## src/rtl/tx_framer_8b10b.sv

```systemverilog
// tx_framer_8b10b: transmit framer and 8b/10b encoder for the chiplet PHY link.
// Sequences ACK / credit-grant commas and START, data, END packet words into
// a single registered output slot with a valid/ready handshake.
// Optional build macro TX_CTRL_PREEMPT_EN: when defined, pending ACK and
// GRTCRED requests are also served in SEND_DATA, taking the place of the
// next data flit.
// The packet length is taken from the header payload: expected_num_flits is
// payload[PKT_LENGTH_WIDTH-1:0]; a value of 0 is treated like 1.
module tx_framer_8b10b #(
  parameter int PORTCOUNT = 5
) (
  input  logic                    CLK,
  input  logic                    RST,
  input  logic                    flit_valid,
  input  logic [PORTCOUNT*8-1:0]  flit,
  output logic                    flit_ready,
  input  logic                    grtcred_valid,
  input  logic                    grtcred_vc,
  output logic                    grtcred_ready,
  input  logic                    ack_valid,
  input  logic [7:0]              ack_meta,
  output logic                    ack_ready,
  output logic [PORTCOUNT*10-1:0] enc_flit,
  output logic [1:0]              comma_length_sel,
  output logic                    enc_valid,
  input  logic                    enc_ready,
  output logic                    busy
);

  localparam int WORD_W           = PORTCOUNT * 10;
  localparam int PKT_LENGTH_WIDTH = 4;

  // Disparity-neutral K-codes, written as {abcdei, fghj}
  localparam logic [9:0] START_COMMA    = 10'b110110_1000; // K27.7
  localparam logic [9:0] END_COMMA      = 10'b101110_1000; // K29.7
  localparam logic [9:0] GRTCRED0_COMMA = 10'b001111_0100; // K28.0
  localparam logic [9:0] GRTCRED1_COMMA = 10'b001111_0010; // K28.4
  localparam logic [9:0] ACK_COMMA      = 10'b011110_1000; // K30.7

  localparam logic [1:0] SELECT_COMMA_1_FLIT = 2'd0;
  localparam logic [1:0] SELECT_COMMA_2_FLIT = 2'd1;
  localparam logic [1:0] SELECT_COMMA_DATA   = 2'd2;

  localparam logic [1:0] IDLE       = 2'd0;
  localparam logic [1:0] SEND_START = 2'd1;
  localparam logic [1:0] SEND_DATA  = 2'd2;
  localparam logic [1:0] SEND_END   = 2'd3;

  localparam logic [PKT_LENGTH_WIDTH-1:0] REM_ZERO = '0;
  localparam logic [PKT_LENGTH_WIDTH-1:0] REM_ONE  = 1;

  // rd encoding: 0 = RD-, 1 = RD+. Returns {rd_out, abcdei, fghj}.
  function automatic logic [10:0] enc_8b10b(input logic [7:0] din, input logic rd_in);
    logic [4:0] x;
    logic [2:0] y;
    logic [5:0] c6;
    logic [3:0] c4;
    logic       neut6;
    logic       neut4;
    logic       rd_mid;
    logic       alt7;
    x = din[4:0];
    y = din[7:5];
    // RD- column of the 5b/6b table
    case (x)
      5'd0:  c6 = 6'b100111;  5'd1:  c6 = 6'b011101;
      5'd2:  c6 = 6'b101101;  5'd3:  c6 = 6'b110001;
      5'd4:  c6 = 6'b110101;  5'd5:  c6 = 6'b101001;
      5'd6:  c6 = 6'b011001;  5'd7:  c6 = 6'b111000;
      5'd8:  c6 = 6'b111001;  5'd9:  c6 = 6'b100101;
      5'd10: c6 = 6'b010101;  5'd11: c6 = 6'b110100;
      5'd12: c6 = 6'b001101;  5'd13: c6 = 6'b101100;
      5'd14: c6 = 6'b011100;  5'd15: c6 = 6'b010111;
      5'd16: c6 = 6'b011011;  5'd17: c6 = 6'b100011;
      5'd18: c6 = 6'b010011;  5'd19: c6 = 6'b110010;
      5'd20: c6 = 6'b001011;  5'd21: c6 = 6'b101010;
      5'd22: c6 = 6'b011010;  5'd23: c6 = 6'b111010;
      5'd24: c6 = 6'b110011;  5'd25: c6 = 6'b100110;
      5'd26: c6 = 6'b010110;  5'd27: c6 = 6'b110110;
      5'd28: c6 = 6'b001110;  5'd29: c6 = 6'b101110;
      5'd30: c6 = 6'b011110;  5'd31: c6 = 6'b101011;
      default: c6 = 6'b000000;
    endcase
    // Unbalanced codes (and D.07) use the complement under RD+
    neut6 = ($countones(c6) == 3);
    if (rd_in && (!neut6 || x == 5'd7)) c6 = ~c6;
    rd_mid = neut6 ? rd_in : ~rd_in;
    // D.x.A7 avoids a run of five identical bits across the sub-block seam
    alt7 = (y == 3'd7) &&
           ((!rd_mid && (x == 5'd17 || x == 5'd18 || x == 5'd20)) ||
            ( rd_mid && (x == 5'd11 || x == 5'd13 || x == 5'd14)));
    case (y)
      3'd0: c4 = 4'b1011;
      3'd1: c4 = 4'b1001;
      3'd2: c4 = 4'b0101;
      3'd3: c4 = 4'b1100;
      3'd4: c4 = 4'b1101;
      3'd5: c4 = 4'b1010;
      3'd6: c4 = 4'b0110;
      3'd7: c4 = alt7 ? 4'b0111 : 4'b1110;
      default: c4 = 4'b0000;
    endcase
    neut4 = ($countones(c4) == 2);
    if (rd_mid && (!neut4 || y == 3'd3)) c4 = ~c4;
    return {(neut4 ? rd_mid : ~rd_mid), c6, c4};
  endfunction

  function automatic logic [WORD_W-1:0] comma_word(input logic [9:0] k);
    logic [WORD_W-1:0] w;
    w = '0;
    w[9:0] = k;
    return w;
  endfunction

  logic [1:0]                  state_q, state_d;
  logic [PKT_LENGTH_WIDTH-1:0] remaining_q, remaining_d;
  logic                        rd_q, rd_d;
  logic                        enc_valid_q;
  logic [WORD_W-1:0]           enc_flit_q;
  logic [1:0]                  sel_q;

  logic                        slot_free;
  logic                        load;
  logic [WORD_W-1:0]           load_word;
  logic [1:0]                  load_sel;
  logic [WORD_W-1:0]           data_word;
  logic                        data_rd;
  logic [10:0]                 ack_enc;
  logic [WORD_W-1:0]           ack_word;
  logic [WORD_W-1:0]           grt_word;
  logic [PKT_LENGTH_WIDTH-1:0] hdr_len;
  logic [PKT_LENGTH_WIDTH-1:0] hdr_rem;
  logic [PKT_LENGTH_WIDTH-1:0] dec_rem;

  assign slot_free = !enc_valid_q || enc_ready;
  assign ack_enc   = enc_8b10b(ack_meta, rd_q);
  assign grt_word  = comma_word(grtcred_vc ? GRTCRED1_COMMA : GRTCRED0_COMMA);
  assign hdr_len   = flit[PKT_LENGTH_WIDTH-1:0];
  assign hdr_rem   = (hdr_len == REM_ZERO) ? REM_ZERO : hdr_len - REM_ONE;
  assign dec_rem   = (remaining_q == REM_ZERO) ? REM_ZERO : remaining_q - REM_ONE;

  // ACK word: comma in slice 1, encoded metadata byte in slice 0
  always_comb begin
    ack_word        = '0;
    ack_word[19:10] = ACK_COMMA;
    ack_word[9:0]   = ack_enc[9:0];
  end

  // Encode every byte of the offered flit, chaining disparity slice to slice
  always_comb begin
    logic [10:0] enc;
    data_word = '0;
    data_rd   = rd_q;
    for (int i = 0; i < PORTCOUNT; i++) begin
      enc                   = enc_8b10b(flit[i*8 +: 8], data_rd);
      data_word[i*10 +: 10] = enc[9:0];
      data_rd               = enc[10];
    end
  end

  // Sequencer: picks the next word for the output slot and drives the readies
  always_comb begin
    state_d       = state_q;
    remaining_d   = remaining_q;
    rd_d          = rd_q;
    load          = 1'b0;
    load_word     = '0;
    load_sel      = SELECT_COMMA_1_FLIT;
    flit_ready    = 1'b0;
    grtcred_ready = 1'b0;
    ack_ready     = 1'b0;
    case (state_q)
      IDLE: begin
        if (slot_free) begin
          if (ack_valid) begin
            ack_ready = 1'b1;
            load      = 1'b1;
            load_word = ack_word;
            load_sel  = SELECT_COMMA_2_FLIT;
            rd_d      = ack_enc[10];
          end else if (grtcred_valid) begin
            grtcred_ready = 1'b1;
            load          = 1'b1;
            load_word     = grt_word;
          end else if (flit_valid) begin
            // START goes out first; the header itself is taken next cycle
            load      = 1'b1;
            load_word = comma_word(START_COMMA);
            state_d   = SEND_START;
          end
        end
      end
      SEND_START: begin
        if (slot_free && flit_valid) begin
          flit_ready  = 1'b1;
          load        = 1'b1;
          load_word   = data_word;
          load_sel    = SELECT_COMMA_DATA;
          rd_d        = data_rd;
          remaining_d = hdr_rem;
          state_d     = (hdr_rem != REM_ZERO) ? SEND_DATA : SEND_END;
        end
      end
      SEND_DATA: begin
        if (slot_free) begin
`ifdef TX_CTRL_PREEMPT_EN
          if (ack_valid) begin
            ack_ready = 1'b1;
            load      = 1'b1;
            load_word = ack_word;
            load_sel  = SELECT_COMMA_2_FLIT;
            rd_d      = ack_enc[10];
          end else if (grtcred_valid) begin
            grtcred_ready = 1'b1;
            load          = 1'b1;
            load_word     = grt_word;
          end else
`endif
          if (flit_valid) begin
            flit_ready  = 1'b1;
            load        = 1'b1;
            load_word   = data_word;
            load_sel    = SELECT_COMMA_DATA;
            rd_d        = data_rd;
            remaining_d = dec_rem;
            if (dec_rem == REM_ZERO) state_d = SEND_END;
          end
        end
      end
      SEND_END: begin
        if (slot_free) begin
          load      = 1'b1;
          load_word = comma_word(END_COMMA);
          state_d   = IDLE;
        end
      end
      default: state_d = IDLE;
    endcase
  end

  // Output slot and sequencer state; a word holds until the serializer takes it
  always_ff @(posedge CLK) begin
    if (RST) begin
      state_q     <= IDLE;
      remaining_q <= REM_ZERO;
      rd_q        <= 1'b0;
      enc_valid_q <= 1'b0;
      enc_flit_q  <= '0;
      sel_q       <= SELECT_COMMA_1_FLIT;
    end else begin
      state_q     <= state_d;
      remaining_q <= remaining_d;
      rd_q        <= rd_d;
      if (load) begin
        enc_valid_q <= 1'b1;
        enc_flit_q  <= load_word;
        sel_q       <= load_sel;
      end else if (enc_ready) begin
        enc_valid_q <= 1'b0;
      end
    end
  end

  assign enc_flit         = enc_flit_q;
  assign comma_length_sel = sel_q;
  assign enc_valid        = enc_valid_q;
  assign busy             = (state_q != IDLE);

endmodule

```

## config.mk

```make
export PLATFORM = sky130hd
export DESIGN_NAME = tx_framer_8b10b
export DESIGN_NICKNAME = d
export VERILOG_FILES = /design/src/rtl/tx_framer_8b10b.sv
export SDC_FILE = /design/constraint.sdc
export NUM_CORES = 1
export LEC_CHECK = 0
export BUFFER_PORTS_ARGS = -buffer_cell sky130_fd_sc_hd__buf_4
export CORE_MARGIN = 4
export CORE_UTILIZATION = 58
export CTS_BUF_LIST = sky130_fd_sc_hd__clkbuf_16
export CTS_CLUSTER_SIZE = 24
export DETAILED_ROUTE_END_ITERATION = 8
export GPL_TIMING_DRIVEN = 0
export PLACE_DENSITY = 0.86
export SYNTH_ARGS = -nofsm -noshare
export SYNTH_HDL_FRONTEND = slang
export SYNTH_SLANG_ARGS = --single-unit
export TNS_END_PERCENT = 30
```

## constraint.sdc

```tcl
create_clock -name CLK -period 35.3 [get_ports CLK]
set_input_delay 7.06 -clock CLK [delete_from_list [all_inputs] [get_ports CLK]]
set_output_delay 7.06 -clock CLK [all_outputs]
set_load 0.1 [all_outputs]
```

==> results.rst, run 1 <==
.. list-table::
   :header-rows: 1

   * - Metric
     - Value
   * - Run status
     - completed
   * - Hold Violations, Final
     - 0
   * - Delay of the slowest cell on the worst path
     - ~0.56 ns
   * - Slowest library cell on the worst path
     - sky130_fd_sc_hd__fa_1
   * - Final setup violating endpoints
     - 0
   * - Detailed-routing iteration count for the pre-antenna-repair pass
     - 6
   * - Worst-path clk slew
     - roughly 0.05 ns
   * - Starting density of the core
     - 59.16%
   * - Primary FF master, synth
     - sky130_fd_sc_hd__dfxtp_1
   * - # fillers
     - ~1000
   * - CP required
     - 35.51 ns
   * - Tightest hold margin
     - 0.4423 ns
   * - Total negative slack for setup checks
     - 0 ns
   * - Clock Path Buffers
     - 2
   * - CP Class
     - in -> reg
   * - Via count of the first global-routing pass
     - between 6000 and 7000
   * - Chip Width
     - roughly 120 um
   * - Worst slew pin tran
     - 0.6362 ns
   * - DP Cell Count
     - 1155
   * - Power consumption
     - ~680 uW
   * - Data arrival time of the critical path
     - roughly 24 ns
   * - Worst IR Drop VDD
     - roughly 65 uV
   * - Maximum fanout encountered on the critical timing path
     - 8
   * - Net count of the finished layout
     - about 1200
   * - Area share of the largest cell type after synthesis
     - between 10% and 20%
   * - Commonest cells post-synth
     - sky130_fd_sc_hd__nand2_1 (92), sky130_fd_sc_hd__nor2_1 (76), sky130_fd_sc_hd__inv_1 (71)
   * - Per-instance average area after synthesis
     - just under 8 um2
   * - Antenna viol nets, final
     - 0
   * - Resized cells post-CTS
     - 0
   * - Die span in y
     - between 100 and 150 um
   * - Number of distinct library cells after synthesis
     - between 80 and 90
   * - Count of antenna diodes in the layout
     - 0
   * - RD Place Congestion
     - ~0.93
   * - Number of violations of the max-capacitance limit
     - 0
   * - Pwr/cell area
     - 81.80 nW/um2
   * - Post-detailed-route wirelength per cell
     - around 16 um
   * - Number of I/O port buffers
     - approximately 100
   * - Maximum number of pins on one net before global-route repair
     - 11
   * - Full die area
     - between 10000 and 15000 um2
   * - Highest Clock Rate
     - about 43 MHz
   * - Syn nets
     - around 1100
   * - Share of synthesized registers carrying an async set or reset
     - 0%
   * - Setup repair after global routing missed its margin
     - no
   * - Crit. End Element
     - flop
   * - Flop and latch count out of synthesis
     - 60
   * - Lkg Pwr
     - about 0.0037 uW
   * - Initial antenna violation count
     - 0
   * - Post-route DRC violation count
     - 0
   * - CP dominant cell by count
     - sky130_fd_sc_hd__ha_1
   * - Layout cells sized above 1
     - a little over an eighth
   * - Estimated wirelength of the detail-placed design
     - roughly 14000 um
   * - Number of clock sinks seen by CTS
     - 60
   * - TritonCTS Buffers
     - 9
   * - Biggest area consumer among synthesized cells
     - sky130_fd_sc_hd__dfxtp_1
   * - CTS tree
     - done
   * - Worst hold-check path type
     - reg -> reg
   * - Worst relative slew slack
     - around 57%
   * - Clock root cell
     - sky130_fd_sc_hd__clkbuf_16
   * - Area taken by multi-input logic gates
     - 5414 um2
   * - Count of flip-flops with a built-in enable after synthesis
     - 0
   * - First DRT Iteration DRCs
     - about 540
   * - Vias
     - a little under 7000
   * - Clk_lat worst skew
     - between 0.3 and 0.4 ns
   * - Part of the cycle the worst path needs
     - 66.27%
   * - Number of max-slew violations in the final report
     - 0
   * - I/O pins
     - 112
   * - Minimum period implied by the final worst setup slack
     - roughly 23 ns
   * - Count of hold-fix buffers inserted at cts
     - 0
   * - Worst clock skew
     - between 0.003 and 0.004 ns
   * - Count of mapped cells out of synthesis
     - between 900 and 1000
   * - Number of vias per cell after detailed routing
     - roughly 5.9
   * - Footprint of the flip-flops and latches
     - around 1200 um2
   * - Remaining Overflow, GRT
     - 0
   * - Fin cells
     - around 1200
   * - Global-route usage over all layers
     - between 20% and 30%
   * - Synth warnings
     - 0
   * - Core Area
     - roughly 12000 um2
   * - Post-synthesis instance area
     - approximately 7100 um2
   * - CTS H-tree lvls
     - 3
   * - Largest cells by area after synthesis
     - sky130_fd_sc_hd__dfxtp_1 (17%), sky130_fd_sc_hd__ha_1 (11%), sky130_fd_sc_hd__fa_1 (6.8%)
   * - Startpoint Class
     - input pin
   * - Number of buffers added for setup after CTS
     - 0
   * - P&R area growth vs syn
     - 16.82%
   * - Global-route wire length before repair
     - 30180 um
   * - DRT Wirelength
     - roughly 18000 um
   * - Cell with the most instances after synthesis
     - sky130_fd_sc_hd__nand2_1
   * - Row count
     - 40
   * - Part of the Yosys area used for sequential elements
     - 16.90%
layout by cell type, fill, tap and decap left out, drive strengths merged, types with 3 or more instances in the layout:
cell type and count:
buf 108, nand2 93, nor2 79, inv 76
ha 61, dfxtp 60, a21oi 59, clkbuf 54
o21ai 52, xnor2 44, xor2 37, fa 24
mux2i 23, a22oi 23, nor3 21, o22ai 18
nor2b 15, a21o 14, nand2b 13, a221oi 13
nand3 12, a211oi 11, nor3b 11, nand3b 8
o32ai 7, a22o 6, a21boi 6, a2111oi 5
o31ai 5, xnor3 5, and2 4, a221o 4
o221ai 4, o31a 4, and3 3, o211ai 3
or3 3
layout make-up:
class	count	area share [%]
inverters	73	3.301
multi-input cells	722	65.22
plain buffers	55	2.608
clock inverters	6	0.6030
well taps	147	2.216
clock buffers	9	2.713
flip-flops and latches	60	14.47
repair buffers	98	8.863
path summary, 6_finish.rpt:
kind / from / endpoint / slack [ns] / cells after the start
hold / removal: enc_flit[33] / enc_flit[33] / 0.44 / 2
hold reg to reg: enc_flit[33] / enc_flit[33] / 0.44 / 2
setup / recovery: flit[0] / enc_flit[40] / 11.91 / 65
setup reg to reg: rd_q / enc_flit[40] / 21.34 / 53
cells by family (layout without fill, tap and decap cells):
group / count (synthesis) / in the layout / share of synthesized area, %
muxes: 25 / 25 / 3.768
and+or+nand+nor: 272 / 272 / 18.56
DFF: 60 / 60 / 16.90
AOI/OAI and AO/OA: 254 / 254 / 24.04
adders and majority gates: 85 / 85 / 17.50
buffers and inverters: 128 / 241 / 6.903
xor gates and xnor gates: 86 / 86 / 12.33
flip-flops by register name, summed over array words and instances, names as in the netlist:
signal / cells
rd_q: 1
enc_flit: 50
enc_valid: 1
state_q: 2
remaining_q: 4
comma_length_sel: 2
critical path, delay by kind of cell:
| kind | cells | cell delay [ns] |
|---|---|---|
| AND/OR/NAND/NOR | 11 | 2.61 |
| XOR/XNOR | 9 | 2.80 |
| adder cells (fa/ha/maj) | 20 | 6.74 |
| AO/OA/AOI/OAI | 8 | 1.74 |
| multiplexers | 7 | 1.93 |
| buffers and inverters | 10 | 0.70 |
metrics by stage:
step / worst slack (ns) / instance area, um2 / util, %
after detailed placement: 11.57 / 8025 / 66.81
after global routing: 10.97 / 8300 / 69.10
after floorplan: 13.45 / 7106 / -
after CTS: 11.85 / 8300 / 69.10
after global placement: 11.88 / 8025 / 66.81
final: 11.91 / 8300 / 69.10
per-layer routing:
| metal | vias to the layer above | routed length [um] | GRT usage [%] |
|---|---|---|---|
| met5 | - | 0 | 0 |
| li1 | 3414 | - | - |
| met4 | 0 | 440 | 6.879 |
| met2 | 266 | 8555 | 42.06 |
| met1 | 3170 | 7997 | 33.68 |
| met3 | 48 | 1286 | 4.354 |
power breakdown:
group | switching, uW | total (uW) | leakage [uW] | internal, uW
clock | 29.5 | 82.4 | 0.000146 | 53.0
combinational | 310 | 512 | 0.00306 | 203
sequential | 7.03 | 84.1 | 0.000488 | 77.0
total | 346 | 679 | 0.00370 | 333
(Power assumes the default switching activity.)
==> inputs of run 2 (changes only) <==
--- a/config.mk
+++ b/config.mk
@@ -5,6 +5,7 @@
 export SDC_FILE = /design/constraint.sdc
 export NUM_CORES = 1
 export LEC_CHECK = 0
+export ABC_AREA = 1
 export BUFFER_PORTS_ARGS = -buffer_cell sky130_fd_sc_hd__buf_4
 export CORE_MARGIN = 4
 export CORE_UTILIZATION = 58
@@ -12,7 +13,7 @@
 export CTS_CLUSTER_SIZE = 24
 export DETAILED_ROUTE_END_ITERATION = 8
 export GPL_TIMING_DRIVEN = 0
-export PLACE_DENSITY = 0.86
+export PLACE_DENSITY = 0.87
 export SYNTH_ARGS = -nofsm -noshare
 export SYNTH_HDL_FRONTEND = slang
 export SYNTH_SLANG_ARGS = --single-unit
==> constraint.sdc (replaced) <==
create_clock -name CLK -period 22.6 [get_ports CLK]
set_input_delay 4.52 -clock CLK [delete_from_list [all_inputs] [get_ports CLK]]
set_output_delay 4.52 -clock CLK [all_outputs]
set_load 0.1 [all_outputs]
==> results.rst, run 2 <==
.. list-table::
   :header-rows: 1

   * - Metric
     - Value
   * - Crit. End Element
     - flop
   * - Pwr/cell area
     - 118.2 nW/um2
   * - Full die area
     - 13870 um2
   * - Count of flip-flops with a built-in enable after synthesis
     - 0
   * - Clock Path Buffers
     - 2
   * - CP dominant cell by count
     - sky130_fd_sc_hd__inv_1
   * - Remaining Overflow, GRT
     - 0
   * - Post-synthesis instance area
     - 6989 um2
   * - Flip-flop count of the largest register, all copies and words added
     - 50
   * - CTS tree
     - done
   * - Maximum number of pins on one net before global-route repair
     - 11
   * - Worst slew pin tran
     - around 0.63 ns
   * - Most frequent cells in the layout
     - sky130_fd_sc_hd__nand2_1 (234), sky130_fd_sc_hd__inv_1 (183), sky130_fd_sc_hd__buf_4 (106)
   * - DRT Wirelength
     - between 15000 and 20000 um
   * - Starting density of the core
     - 60.18%
   * - Antenna viol nets, final
     - 0
   * - Initial antenna violation count
     - 0
   * - Estimated wirelength of the detail-placed design
     - roughly 15000 um
   * - Post-detailed-route wirelength per cell
     - between 10 and 15 um
   * - Biggest area consumer among synthesized cells
     - sky130_fd_sc_hd__dfxtp_1
   * - Share of synthesized registers carrying an async set or reset
     - 0%
   * - Global-route wire length before repair
     - 32260 um
   * - Worst IR Drop VDD
     - 71.89 uV
   * - CP Buf/Inv Count
     - 24
   * - CTS H-tree lvls
     - 3
   * - Number of buffers added for setup after CTS
     - 0
   * - Worst-path clk slew
     - 0.05 ns
   * - Cell with the most instances after synthesis
     - sky130_fd_sc_hd__nand2_1
   * - Vias
     - between 7000 and 8000
   * - P&R area growth vs syn
     - 18.22%
   * - Lkg Pwr
     - between 0.004 and 0.005 uW
   * - I/O pins
     - ~110
   * - Minimum period implied by the final worst setup slack
     - a little under 20 ns
   * - CP required
     - approximately 23 ns
   * - Synth warnings
     - 0
   * - Worst relative slew slack
     - 58.20%
   * - Primary FF master, synth
     - sky130_fd_sc_hd__dfxtp_1
   * - Largest cells by area after synthesis
     - sky130_fd_sc_hd__dfxtp_1 (17%), sky130_fd_sc_hd__nand2_1 (13%), sky130_fd_sc_hd__ha_1 (11%)
   * - Placed instance area
     - just under 8000 um2
   * - Clk_lat worst skew
     - around 0.34 ns
   * - Number of I/O port buffers
     - around 110
   * - Startpoint Class
     - input pin
   * - Die span in y
     - between 100 and 150 um
   * - Final instance area
     - between 8000 and 9000 um2
   * - Resized cells post-CTS
     - 0
   * - Data arrival time of the critical path
     - roughly 19 ns
   * - Part of the Yosys area used for sequential elements
     - 17.19%
   * - Number of max-slew violations in the final report
     - 0
   * - Core Area
     - 11610 um2
   * - Count of antenna diodes in the layout
     - 0
   * - Global-route usage over all layers
     - between 20% and 30%
   * - Number of violations of the max-capacitance limit
     - 0
   * - Net count of the finished layout
     - 1353
   * - Share of total power in combinational logic
     - 70.7%
   * - Part of the cycle the worst path needs
     - between 80 and 90%
   * - Via count of the first global-routing pass
     - 7150
   * - Area share of the largest cell type after synthesis
     - between 10% and 20%
   * - Worst hold-check path type
     - reg -> reg
   * - TritonCTS Buffers
     - 9
   * - Number of clock sinks seen by CTS
     - 60
   * - Number of vias per cell after detailed routing
     - roughly 5.7
   * - RD Place Congestion
     - around 0.98
   * - P_int
     - 416.5 uW
   * - Most common cell after layout, fill and taps aside
     - sky130_fd_sc_hd__nand2_1
   * - Run status
     - completed
   * - Detailed-routing iteration count for the pre-antenna-repair pass
     - 6
   * - Highest Clock Rate
     - between 50 and 60 MHz
   * - Final setup violating endpoints
     - 0
   * - Maximum fanout encountered on the critical timing path
     - 8
   * - Worst clock skew
     - 0.006154 ns
   * - Setup repair after global routing missed its margin
     - no
   * - Commonest cells post-synth
     - sky130_fd_sc_hd__nand2_1 (234), sky130_fd_sc_hd__inv_1 (183), sky130_fd_sc_hd__o21ai_0 (94)
   * - Count of hold-fix buffers inserted at cts
     - 0
   * - Sequential group share of total power
     - 14.3%
   * - Clock group share of total power
     - 15.0%
   * - Flop and latch count out of synthesis
     - 60
   * - Slowest library cell on the worst path
     - sky130_fd_sc_hd__fa_1
   * - First DRT Iteration DRCs
     - a little over 800
   * - Post-route DRC violation count
     - 0
   * - Chip Width
     - 117.8 um
   * - DP Cell Count
     - about 1300
   * - Number of distinct library cells after synthesis
     - 54
   * - Row count
     - 39
   * - Layout cells sized above 1
     - a little over an eighth
   * - Hold Violations, Final
     - 0
   * - Switching part of the total
     - a little under three fifths
   * - Count of mapped cells out of synthesis
     - between 1000 and 1500
   * - Per-instance average area after synthesis
     - 6.371 um2
   * - Crit path max-delay family
     - adder cells
   * - Total negative slack for setup checks
     - 0 ns
   * - Delay of the slowest cell on the worst path
     - roughly 0.54 ns
   * - Fin cells
     - 1361
   * - CP Class
     - in -> reg
   * - Clock root cell
     - sky130_fd_sc_hd__clkbuf_16
   * - Net switching power figure
     - between 500 and 600 uW
   * - Syn nets
     - approximately 1200
## run 2: worst paths after layout
| path | start | to | slack, ns | depth (start not counted) |
|---|---|---|---|---|
| max | flit[0] | enc_flit[40] | 3.33 | 93 |
| min | enc_flit[25] | enc_flit[25] | 0.47 | 2 |
| max reg2reg | rd_q | enc_flit[40] | 10.24 | 78 |
| min reg2reg | enc_flit[25] | enc_flit[25] | 0.47 | 2 |
## run 2: worst register-to-register path: cells and delay by family (launching register included)
| kind | cells | cell delay (ns) |
|---|---|---|
| adder cells (fa/ha/maj) | 15 | 4.86 |
| AND/OR/NAND/NOR | 38 | 4.44 |
| buffers and inverters | 18 | 1.30 |
| AO/OA/AOI/OAI | 7 | 1.08 |
| flip-flops | 1 | 0.55 |
## run 2: cells by family after synthesis
group,share of synthesized area [%]
AOI/OAI and AO/OA,23.22
xor gates and xnor gates,1.003
adders and majority gates,17.79
buffers and inverters,11.69
DFF,17.19
and+or+nand+nor,29.11
## run 2: power groups by stage
stage / sequential [uW] / clock (uW) / combinational, uW
6_report: 140 / 146 / 690
5_1_grt: 142 / 152 / 762
4_1_cts: 140 / 147 / 686
3_5_place_dp: 141 / 0 / 681
3_3_place_gp: 141 / 0 / 663
2_1_floorplan: 247 / 0 / 433
## run 2: layout make-up
cell class | instances | area, um2
clock inverter | 7 | 81.33
inverter | 190 | 715.7
fill | 1008 | 3351
timing repair buffer | 105 | 788.3
buffer | 25 | 101.3
multi-input combinational | 822 | 4971
tap | 143 | 178.9
sequential | 60 | 1201
clock buffer | 9 | 225.2
## run 2: per-layer routing
metal	track usage, %	vias up	routed length (um)
met4	10.26	0	510
met3	4.805	44	1368
met2	47.14	315	9260
li1	-	3874	-
met1	34.04	3515	8121
met5	0	-	0
## run 2: metrics by stage
| step | total power, uW | utilization (%) | hold WS, ns | worst slack, ns |
|---|---|---|---|---|
| 5_1_grt | 1057 | 71.15 | 0.4837 | 1.964 |
| 3_3_place_gp | 803.6 | 68.51 | 0.4545 | 3.430 |
| 4_1_cts | 972.0 | 71.15 | 0.4685 | 3.398 |
| 2_1_floorplan | 679.9 | - | 0.4575 | 4.675 |
| 6_report | 976.5 | 71.15 | 0.4665 | 3.326 |
| 3_5_place_dp | 822.5 | 68.51 | 0.4594 | 3.119 |
